[config.mk]
export PLATFORM = sky130hd
export DESIGN_NAME = sum_uart_framer
export DESIGN_NICKNAME = d
export VERILOG_FILES = /design/src/rtl/sum_uart_framer.sv
export SDC_FILE = /design/constraint.sdc
export NUM_CORES = 1
export LEC_CHECK = 0
export CAP_MARGIN = 20
export CORE_MARGIN = 1.5
export CORE_UTILIZATION = 57
export CTS_BUF_LIST = sky130_fd_sc_hd__clkbuf_16
export DETAILED_ROUTE_END_ITERATION = 7
export PLACE_DENSITY_LB_ADDON = 0.08
export SKIP_LAST_GASP = 1
export SYNTH_ARGS = -nofsm -noshare
export SYNTH_HDL_FRONTEND = slang
export SYNTH_SLANG_ARGS = --single-unit
[constraint.sdc]
create_clock -name clk -period 3.9 [get_ports clk]
set_clock_uncertainty 0.05 [all_clocks]
set_input_delay 0.78 -clock clk [delete_from_list [all_inputs] [get_ports clk]]
set_output_delay 0.78 -clock clk [all_outputs]
set_load 0.1 [all_outputs]
[src/rtl/sum_uart_framer.sv]
// rtl/sum_uart_framer.sv - operand latch, add/subtract and framed 8N1 UART report of the result
// Optional checksum byte: define SUM_UART_FRAMER_CHECKSUM_EN.
module sum_uart_framer #(
    parameter int          DATA_W       = 8,
    parameter int          CLKS_PER_BIT = 868,
    parameter logic [7:0]  HDR_BYTE     = 8'hA5
) (
    input  logic              clk,
    input  logic              reset,
    input  logic              save_a_n,
    input  logic              save_b_n,
    input  logic [DATA_W-1:0] data_input,
    input  logic              op_sub,
    input  logic              tx_start,
    output logic [DATA_W:0]   result,
    output logic              uart_txd,
    output logic              uart_busy,
    output logic              done
);
    localparam int NBYTES = (DATA_W + 8) / 8;
`ifdef SUM_UART_FRAMER_CHECKSUM_EN
    localparam int NFRAME = NBYTES + 2;
`else
    localparam int NFRAME = NBYTES + 1;
`endif
    localparam int FRAME_W = NFRAME * 8;
    localparam int CNT_W   = $clog2(CLKS_PER_BIT);
    localparam int IDX_W   = $clog2(NFRAME);
    localparam logic [CNT_W-1:0] CNT_LAST = CNT_W'(CLKS_PER_BIT - 1);
    localparam logic [CNT_W-1:0] CNT_DONE = CNT_W'(CLKS_PER_BIT - 2);
    localparam logic [IDX_W-1:0] IDX_LAST = IDX_W'(NFRAME - 1);

    typedef enum logic [1:0] {IDLE, START, DATA, STOP} state_t;

    state_t               state;
    logic [DATA_W-1:0]    a;
    logic [DATA_W-1:0]    b;
    logic [NBYTES*8-1:0]  res_pad;
    logic [FRAME_W-1:0]   frame_load;
    logic [FRAME_W-1:0]   frame_sr;
    logic [CNT_W-1:0]     baud_cnt;
    logic [2:0]           bit_idx;
    logic [IDX_W-1:0]     byte_idx;

    assign res_pad = (NBYTES * 8)'(result);

`ifdef SUM_UART_FRAMER_CHECKSUM_EN
    logic [7:0] checksum;

    always_comb begin
        checksum = HDR_BYTE;
        for (int i = 0; i < NBYTES; i++) begin
            checksum = checksum ^ res_pad[i*8 +: 8];
        end
    end

    assign frame_load = {checksum, res_pad, HDR_BYTE};
`else
    assign frame_load = {res_pad, HDR_BYTE};
`endif

    // The extra MSB of the subtraction is the borrow, since both operands are zero-extended.
    always_ff @(posedge clk) begin
        if (reset) begin
            a      <= '0;
            b      <= '0;
            result <= '0;
        end else begin
            if (!save_a_n) a <= data_input;
            if (!save_b_n) b <= data_input;
            result <= op_sub ? ({1'b0, a} - {1'b0, b}) : ({1'b0, a} + {1'b0, b});
        end
    end

    // frame_sr holds the whole frame, LSB of the current byte at bit 0, shifted once per data bit.
    always_ff @(posedge clk) begin
        if (reset) begin
            state     <= IDLE;
            uart_txd  <= 1'b1;
            uart_busy <= 1'b0;
            done      <= 1'b0;
            baud_cnt  <= '0;
            bit_idx   <= '0;
            byte_idx  <= '0;
            frame_sr  <= '0;
        end else begin
            done <= 1'b0;
            case (state)
                IDLE: begin
                    if (tx_start) begin
                        state     <= START;
                        frame_sr  <= frame_load;
                        uart_txd  <= 1'b0;
                        uart_busy <= 1'b1;
                        baud_cnt  <= '0;
                        byte_idx  <= '0;
                    end
                end
                START: begin
                    if (baud_cnt == CNT_LAST) begin
                        state    <= DATA;
                        baud_cnt <= '0;
                        bit_idx  <= '0;
                        uart_txd <= frame_sr[0];
                        frame_sr <= frame_sr >> 1;
                    end else begin
                        baud_cnt <= baud_cnt + 1'b1;
                    end
                end
                DATA: begin
                    if (baud_cnt == CNT_LAST) begin
                        baud_cnt <= '0;
                        if (bit_idx == 3'd7) begin
                            state    <= STOP;
                            uart_txd <= 1'b1;
                        end else begin
                            bit_idx  <= bit_idx + 1'b1;
                            uart_txd <= frame_sr[0];
                            frame_sr <= frame_sr >> 1;
                        end
                    end else begin
                        baud_cnt <= baud_cnt + 1'b1;
                    end
                end
                STOP: begin
                    if (baud_cnt == CNT_LAST) begin
                        baud_cnt <= '0;
                        if (byte_idx == IDX_LAST) begin
                            state     <= IDLE;
                            uart_busy <= 1'b0;
                        end else begin
                            state    <= START;
                            byte_idx <= byte_idx + 1'b1;
                            uart_txd <= 1'b0;
                        end
                    end else begin
                        baud_cnt <= baud_cnt + 1'b1;
                        if (baud_cnt == CNT_DONE && byte_idx == IDX_LAST) done <= 1'b1;
                    end
                end
                default: state <= IDLE;
            endcase
        end
    end
endmodule

==> results of run 1 <==
sequential cells by signal, indices dropped and copies added, names as in the netlist:
name       flops
frame_sr      17
baud_cnt      10
result         9
a              8
b              8
bit_idx        3
byte_idx       2
state          2
done           1
uart_busy      1
uart_txd       1
worst min path at each step:
stage / to / slack (ps)
after floorplan: frame_sr[16] / 380
after global placement: frame_sr[1] / 390
after detailed placement: byte_idx[0] / 400
after CTS: byte_idx[0] / 410
after global routing: frame_sr[6] / 440
final: byte_idx[0] / 410
critical path, stage by stage:
cell	delay, ps
clkdlybuf4s50_1	620
nor2_1	90
xnor2_1	140
ha_1	320
nor2b_1	160
o31a_1	270
o211a_1	220
or3_1	340
a21oi_1	140
cell families after synthesis:
group	after synthesis	share of synthesized area [%]
AND/OR/NAND/NOR	117	17.6
flip-flops	62	39.1
AO/OA/AOI/OAI	60	15.6
buffers and inverters	37	6.93
multiplexers	26	8.23
adder cells (fa/ha/maj)	20	8.11
XOR/XNOR	16	4.41
placed cells by master, fill, tap and decap left out, types with 3 or more instances in the layout:
cell              n
a211oi_1         11
and3_1            3
nor3_1           10
xnor2_1          11
nor2b_1           5
nor2_1           58
clkdlybuf4s50_1  24
clkbuf_16         9
a21oi_1           9
a311oi_2          4
nand4_1           3
xor2_1            5
o21a_1            6
ha_1             19
dfxtp_1          62
nand2_1          13
nand2b_1          3
inv_1            18
or3_1             3
clkinv_2          3
nand3_1           7
mux2i_1          25
o21ai_0           7
stage by stage:
stage | power, mW | hold WS (ps) | std cells | setup slack (ps)
2_1_floorplan | 1.66 | 380 | 338 | 1210
3_3_place_gp | 1.75 | 390 | 415 | 742
3_5_place_dp | 1.77 | 399 | 415 | 693
4_1_cts | 2.54 | 409 | 431 | 1030
5_1_grt | 2.68 | 437 | 431 | 892
6_report | 2.53 | 412 | 431 | 1010
metal layers:
layer  vias to the layer above  global-route usage [%]  routed length (um)
met2                        52                    29.4                2430
met3                         7                    5.76                 241
li1                       1224                       -                   -
met1                      1091                    27.6                2920
met5                         -                       0                   0
met4                         0                    9.27                  79
power by group through the flow:
stage               registers, mW  logic [mW]  clock network, mW
finish                      0.816       0.948              0.764
global route                0.830        1.04              0.812
CTS                         0.817       0.948              0.779
detailed placement          0.829       0.941                  0
global placement            0.826       0.925                  0
floorplan                   0.988       0.674                  0
area by class of cell:
cell class / count / area [um2] / share of cell area [%]
flip-flops and latches: 62 / 1240 / 34.0
clock buffers: 9 / 225 / 6.16
inverters: 18 / 67.6 / 1.85
well taps: 70 / 87.6 / 2.40
clock inverters: 7 / 65.1 / 1.78
repair buffers: 26 / 253 / 6.92
multi-input cells: 239 / 1720 / 46.9
==> results.md, run 1 <==
* Vias in the first global route at about 2100
* Worst Min Path Start: byte_idx[0]
* Cell Area, Placed at roughly 3400 um2
* H-tree levels at 3
* R2R depth at 9
* Fmax achieved at ~350 MHz
* DR vias at around 2400
* Required time worst endpoint at about 4000 ps
* Final Critical Period at ~2900 ps
* Post-synth top area cell: dfxtp_1
* Sequential cell fraction of total power at between 30% and 40%
* Worst Setup SP: op_sub
* RSZ-0062 raised after global routing: false
* Clk pwr share at roughly 30%
* Async set-or-reset flop fraction in the synthesized netlist at 0%
* Final setup TNS at 0 ps
* Sequential-to-total area share from yosys stat at 39.1%
* CP Class: in -> reg
* RePlAce Congestion at ~0.76
* Post-CTS setup repair buffer count at 0
* Post-synth EDFFs at 0
* Die Y at just under 80 um
* Peak supply drop at ~330 uV
* Largest net degree at the start of global routing at 46
* # DRC at 0
* Total GRT Usage at between 20% and 30%
* Drt total wl at between 5 and 6 mm
* Post-cts sizing count at 0
* Synth top cells by count: dfxtp_1, nor2_1, mux2i_1, ha_1, inv_1
* CP Capture Type: flop
* R2r startpoint: b[2]
* Clk slew on worst S/H paths at around 50 ps
* Top post-synthesis cells by area: dfxtp_1, mux2i_1, ha_1
* Library cells used by synthesis at 54
* Post-DRT Antenna Nets at 0
* Fin crit share at ~74%
* Initial drt markers at just under 90
* Hold Path Stages at 2
* Share of the core filled with cells at 69.8%
* Worst Tran Pin Value at a little under 1000 ps
* Num CTS Buffers at 9
* Pwr Density at 692 nW/um2
* Syn Inst Count at roughly 340
* Sink Count at 62
* Num rows at 26
* Std-Cell Core Area at between 5000 and 6000 um2
* Clk buf depth at 2
* Synth Register Bits at 62
* Reg2reg end: result[8]
* Hold Crit Class: reg -> reg
* GR Overflow Total at 0
* DIE AREA at 6030 um2
* Combinational power share at a little under two fifths
* Crit path launch type: input pin
* Status: finished, final reports clean
* Design area at around 3700 um2
* Most frequent cell after synthesis: dfxtp_1
* Syn nets at roughly 370
* Die Wd at ~78 um
* Arr. time, crit path at a little over 3000 ps
* Net Switching at around 0.95 mW
* CTS tree: yes
* Max-slew headroom at between 30% and 40%
* CTS root buf: clkbuf_16
* First-pass iteration count of the detailed router at 4
* First-pass GRT wire length at 9.67 mm
* Synth top area share at 39.1%
* Io pins at 26
* WL per Instance at around 13 um
* Syn Area/Cell at ~9.4 um2
* Clk_lat worst skew at roughly 330 ps
* Worst-path maximum fanout at 8
* Pint at around 1.6 mW
* Area growth syn-to-layout at 15.0%
* Initial antenna violation count at 0
* Share of post-route cells with drive strength above 1 at a little over a tenth
* Via density at about 5.5
* End of the critical path: result[8]
* Port bufs at 25
* Synth Flop Type: dfxtp_1
* Fillers at roughly 430
* Hold buffers post-CTS at 0
* Syn. warnings at 0
* HPWL Detailed at roughly 4.0 mm
* Starting Density at between 60% and 70%
* Final-stage net count at between 300 and 400
* Net Sw Frac at a little under two fifths
* Setup violators final at 0
* Leak pwr at 1.42 nW
* Max-slew violations at 0
* Antenna Cells at 0
* Max-cap violations at 0
* Reg2reg setup slack at 1350 ps
* Synth Cell Area at ~3200 um2
* Fin. Hold Viols at 0
No activity file was read; power rests on OpenSTA's default activity.
==> inputs of run 2 (changes only) <==
CORE_UTILIZATION = 52   (was 57)
clock period = 2.47 ns   (was 3.9 ns; I/O delays follow)
==> run 2 against run 1 <==
Effect of this change:
- first-iteration DRC count is 26% higher
- sequential cell count stayed put
- routed wire length is 3.5% higher
- critical path depth is 1 higher
- clock power is 40% higher
- global-route usage is 0.52 points lower
- combinational power is 68% higher
- cell area is 5.3% higher
- non-clock buffer count is 24 higher
- largest cell class unchanged
- register-to-register slack worse by 1300 ps
- sequential power is 58% higher
- core utilization is 4.8 points lower
==> results.md, run 2 (synthesis results as in run 1) <==
* Status: finished, final reports clean
* Worst path cell trace: inv_2, ha_4, mux2_4, inv_2, ha_4, nor2b_4, o31a_1, o311a_1, xnor2_2, nor2_1
* Commonest non-fill, non-tap cell in the layout: dfxtp_1
* GR Overflow Total at 0
* CTS root buf: clkbuf_16
* Crit path launch type: flop
* CP top delay family: compound AO/OA/AOI/OAI gates
* Design area at 3850 um2
* Total GRT Usage at 19.7%
* Fin. Hold Viols at 0
* Finished Layout Cells at 460
* Peak supply drop at ~710 uV
* HPWL Detailed at around 4.1 mm
* Clk buf depth at 2
* Area growth syn-to-layout at 21.2%
* Slowest CP cell: o311a_1
* Combinational power share at between 40% and 50%
* Max-cap violations at 0
* Num rows at 28
* RePlAce Congestion at about 0.76
* Final-stage net count at 414
* Antenna Cells at 0
* Clk pwr share at roughly 27%
* Largest register FFs at 17
* DR vias at around 2400
* # DRC at 0
* CP max stage delay at around 400 ps
* Post-DRT Antenna Nets at 0
* Num CTS Buffers at 9
* Leak pwr at about 1.6 nW
* Placed Cells at about 440
* Max-slew headroom at a little over half
* Net Sw Frac at around 38%
* Via density at 5.26
* Setup violators final at 0
* Initial drt markers at 110
* Fillers at approximately 500
* Initial antenna violation count at 0
* CTS tree: yes
* Share of post-route cells with drive strength above 1 at about 22%
* Largest net degree at the start of global routing at 45
* Fin crit share at between 90% and 100%
* Die Y at 81.2 um
* Arr. time, crit path at 2520 ps
* Worst Tran Pin Value at about 700 ps
* Cell Area, Placed at approximately 3500 um2
* Io pins at 26
* Die Wd at 81.2 um
* DIE AREA at about 6600 um2
* CP Capture Type: flop
* Vias in the first global route at roughly 2200
* Sequential cell fraction of total power at between 30% and 40%
* Largest Register: frame_sr
* RSZ-0062 raised after global routing: true
* First-pass GRT wire length at roughly 10 mm
* Std-Cell Core Area at between 5000 and 6000 um2
* Final Critical Period at roughly 2400 ps
* Required time worst endpoint at ~2600 ps
* Clk slew on worst S/H paths at 50 ps
* Net Switching at about 1.5 mW
* Hold Crit Class: reg -> reg
* Pwr Density at slightly above 1000 nW/um2
* CP Class: reg -> reg
* Drt total wl at between 5 and 6 mm
* Pint at 2.46 mW
* Top Registers: frame_sr (17), baud_cnt (10), result (9)
* Max-slew violations at 0
* First-pass iteration count of the detailed router at 4
* Port bufs at 25
* WL per Instance at 12.7 um
* Worst-path maximum fanout at 3
* Worst Path Buf+Inv at 2
* Most frequent cells in the layout: dfxtp_1, nor2_1, buf_4, mux2i_1, inv_1
* Starting Density at ~54%
* Final setup TNS at 0 ps
* Clk_lat worst skew at 320 ps
* H-tree levels at 3
* Fmax achieved at ~420 MHz
* Sink Count at 62
[run 2: cell types whose count changed in the layout (fill, tap and decap cells not counted), moves of 2 or more]
cell	previous run	this run
buf_4	1	37
clkdlybuf4s50_1	24	11
dfxtp_1	62	59
dfxtp_2	0	3
inv_2	0	3
clkinv_2	3	1
ha_1	19	17
ha_4	0	2
[run 2: stage by stage]
step	setup slack [ps]	hold WS, ps	power [mW]	util, %
2_1_floorplan	68.7	380	2.62	-
3_3_place_gp	-331	390	2.86	59.2
3_5_place_dp	-402	394	2.88	59.2
4_1_cts	67.8	401	3.97	63.7
5_1_grt	-19.8	432	4.21	65.0
6_report	89.6	400	3.96	65.0
[run 2: layout make-up]
cell class                 count  area (um2)  area share, %
timing repair buffer          50         402           10.4
multi-input combinational    239        1780           46.3
sequential                    62        1240           32.3
clock inverter                 7        35.0          0.910
tap                           75        93.8           2.44
inverter                      18        67.6           1.75
clock buffer                   9         225           5.85
[run 2: layer usage]
layer	share of wire, %	track usage (%)	vias to the layer above
met5	0	0	-
met4	1.2	7.93	0
met1	51	26.0	1117
met2	45	30.9	32
met3	3.0	4.72	7
li1	-	-	1264
[run 2: repair_timing]
| action | 4_1_cts | 5_1_grt |
|---|---|---|
| buffers inserted | 0 | 2 |
| resized for setup | 2 | 17 |
| setup endpoints to repair | 2 | 2 |
| hold buffers | 0 | 0 |
| pin swaps | 0 | 5 |
[run 2: power groups by stage]
stage / Combinational [mW] / Clock [mW] / Sequential [mW]
3_3_place_gp: 1.55 / 0 / 1.31
5_1_grt: 1.76 / 1.14 / 1.31
4_1_cts: 1.58 / 1.10 / 1.29
6_report: 1.59 / 1.07 / 1.29
2_1_floorplan: 1.06 / 0 / 1.56
3_5_place_dp: 1.57 / 0 / 1.31
[run 2: worst min-delay path: stages (launching register included)]
cell and delay, ps:
dfxtp_1 300, nand2_1 50, a21oi_1 50
[run 2: final timing paths]
check                           cells after the start    startpoint           end  slack, ps
worst max register to register                     10          b[0]     result[7]         90
worst max-delay path                               10          b[0]     result[7]         90
worst min register to register                      2  frame_sr[16]  frame_sr[16]        400
worst min-delay path                                2  frame_sr[16]  frame_sr[16]        400
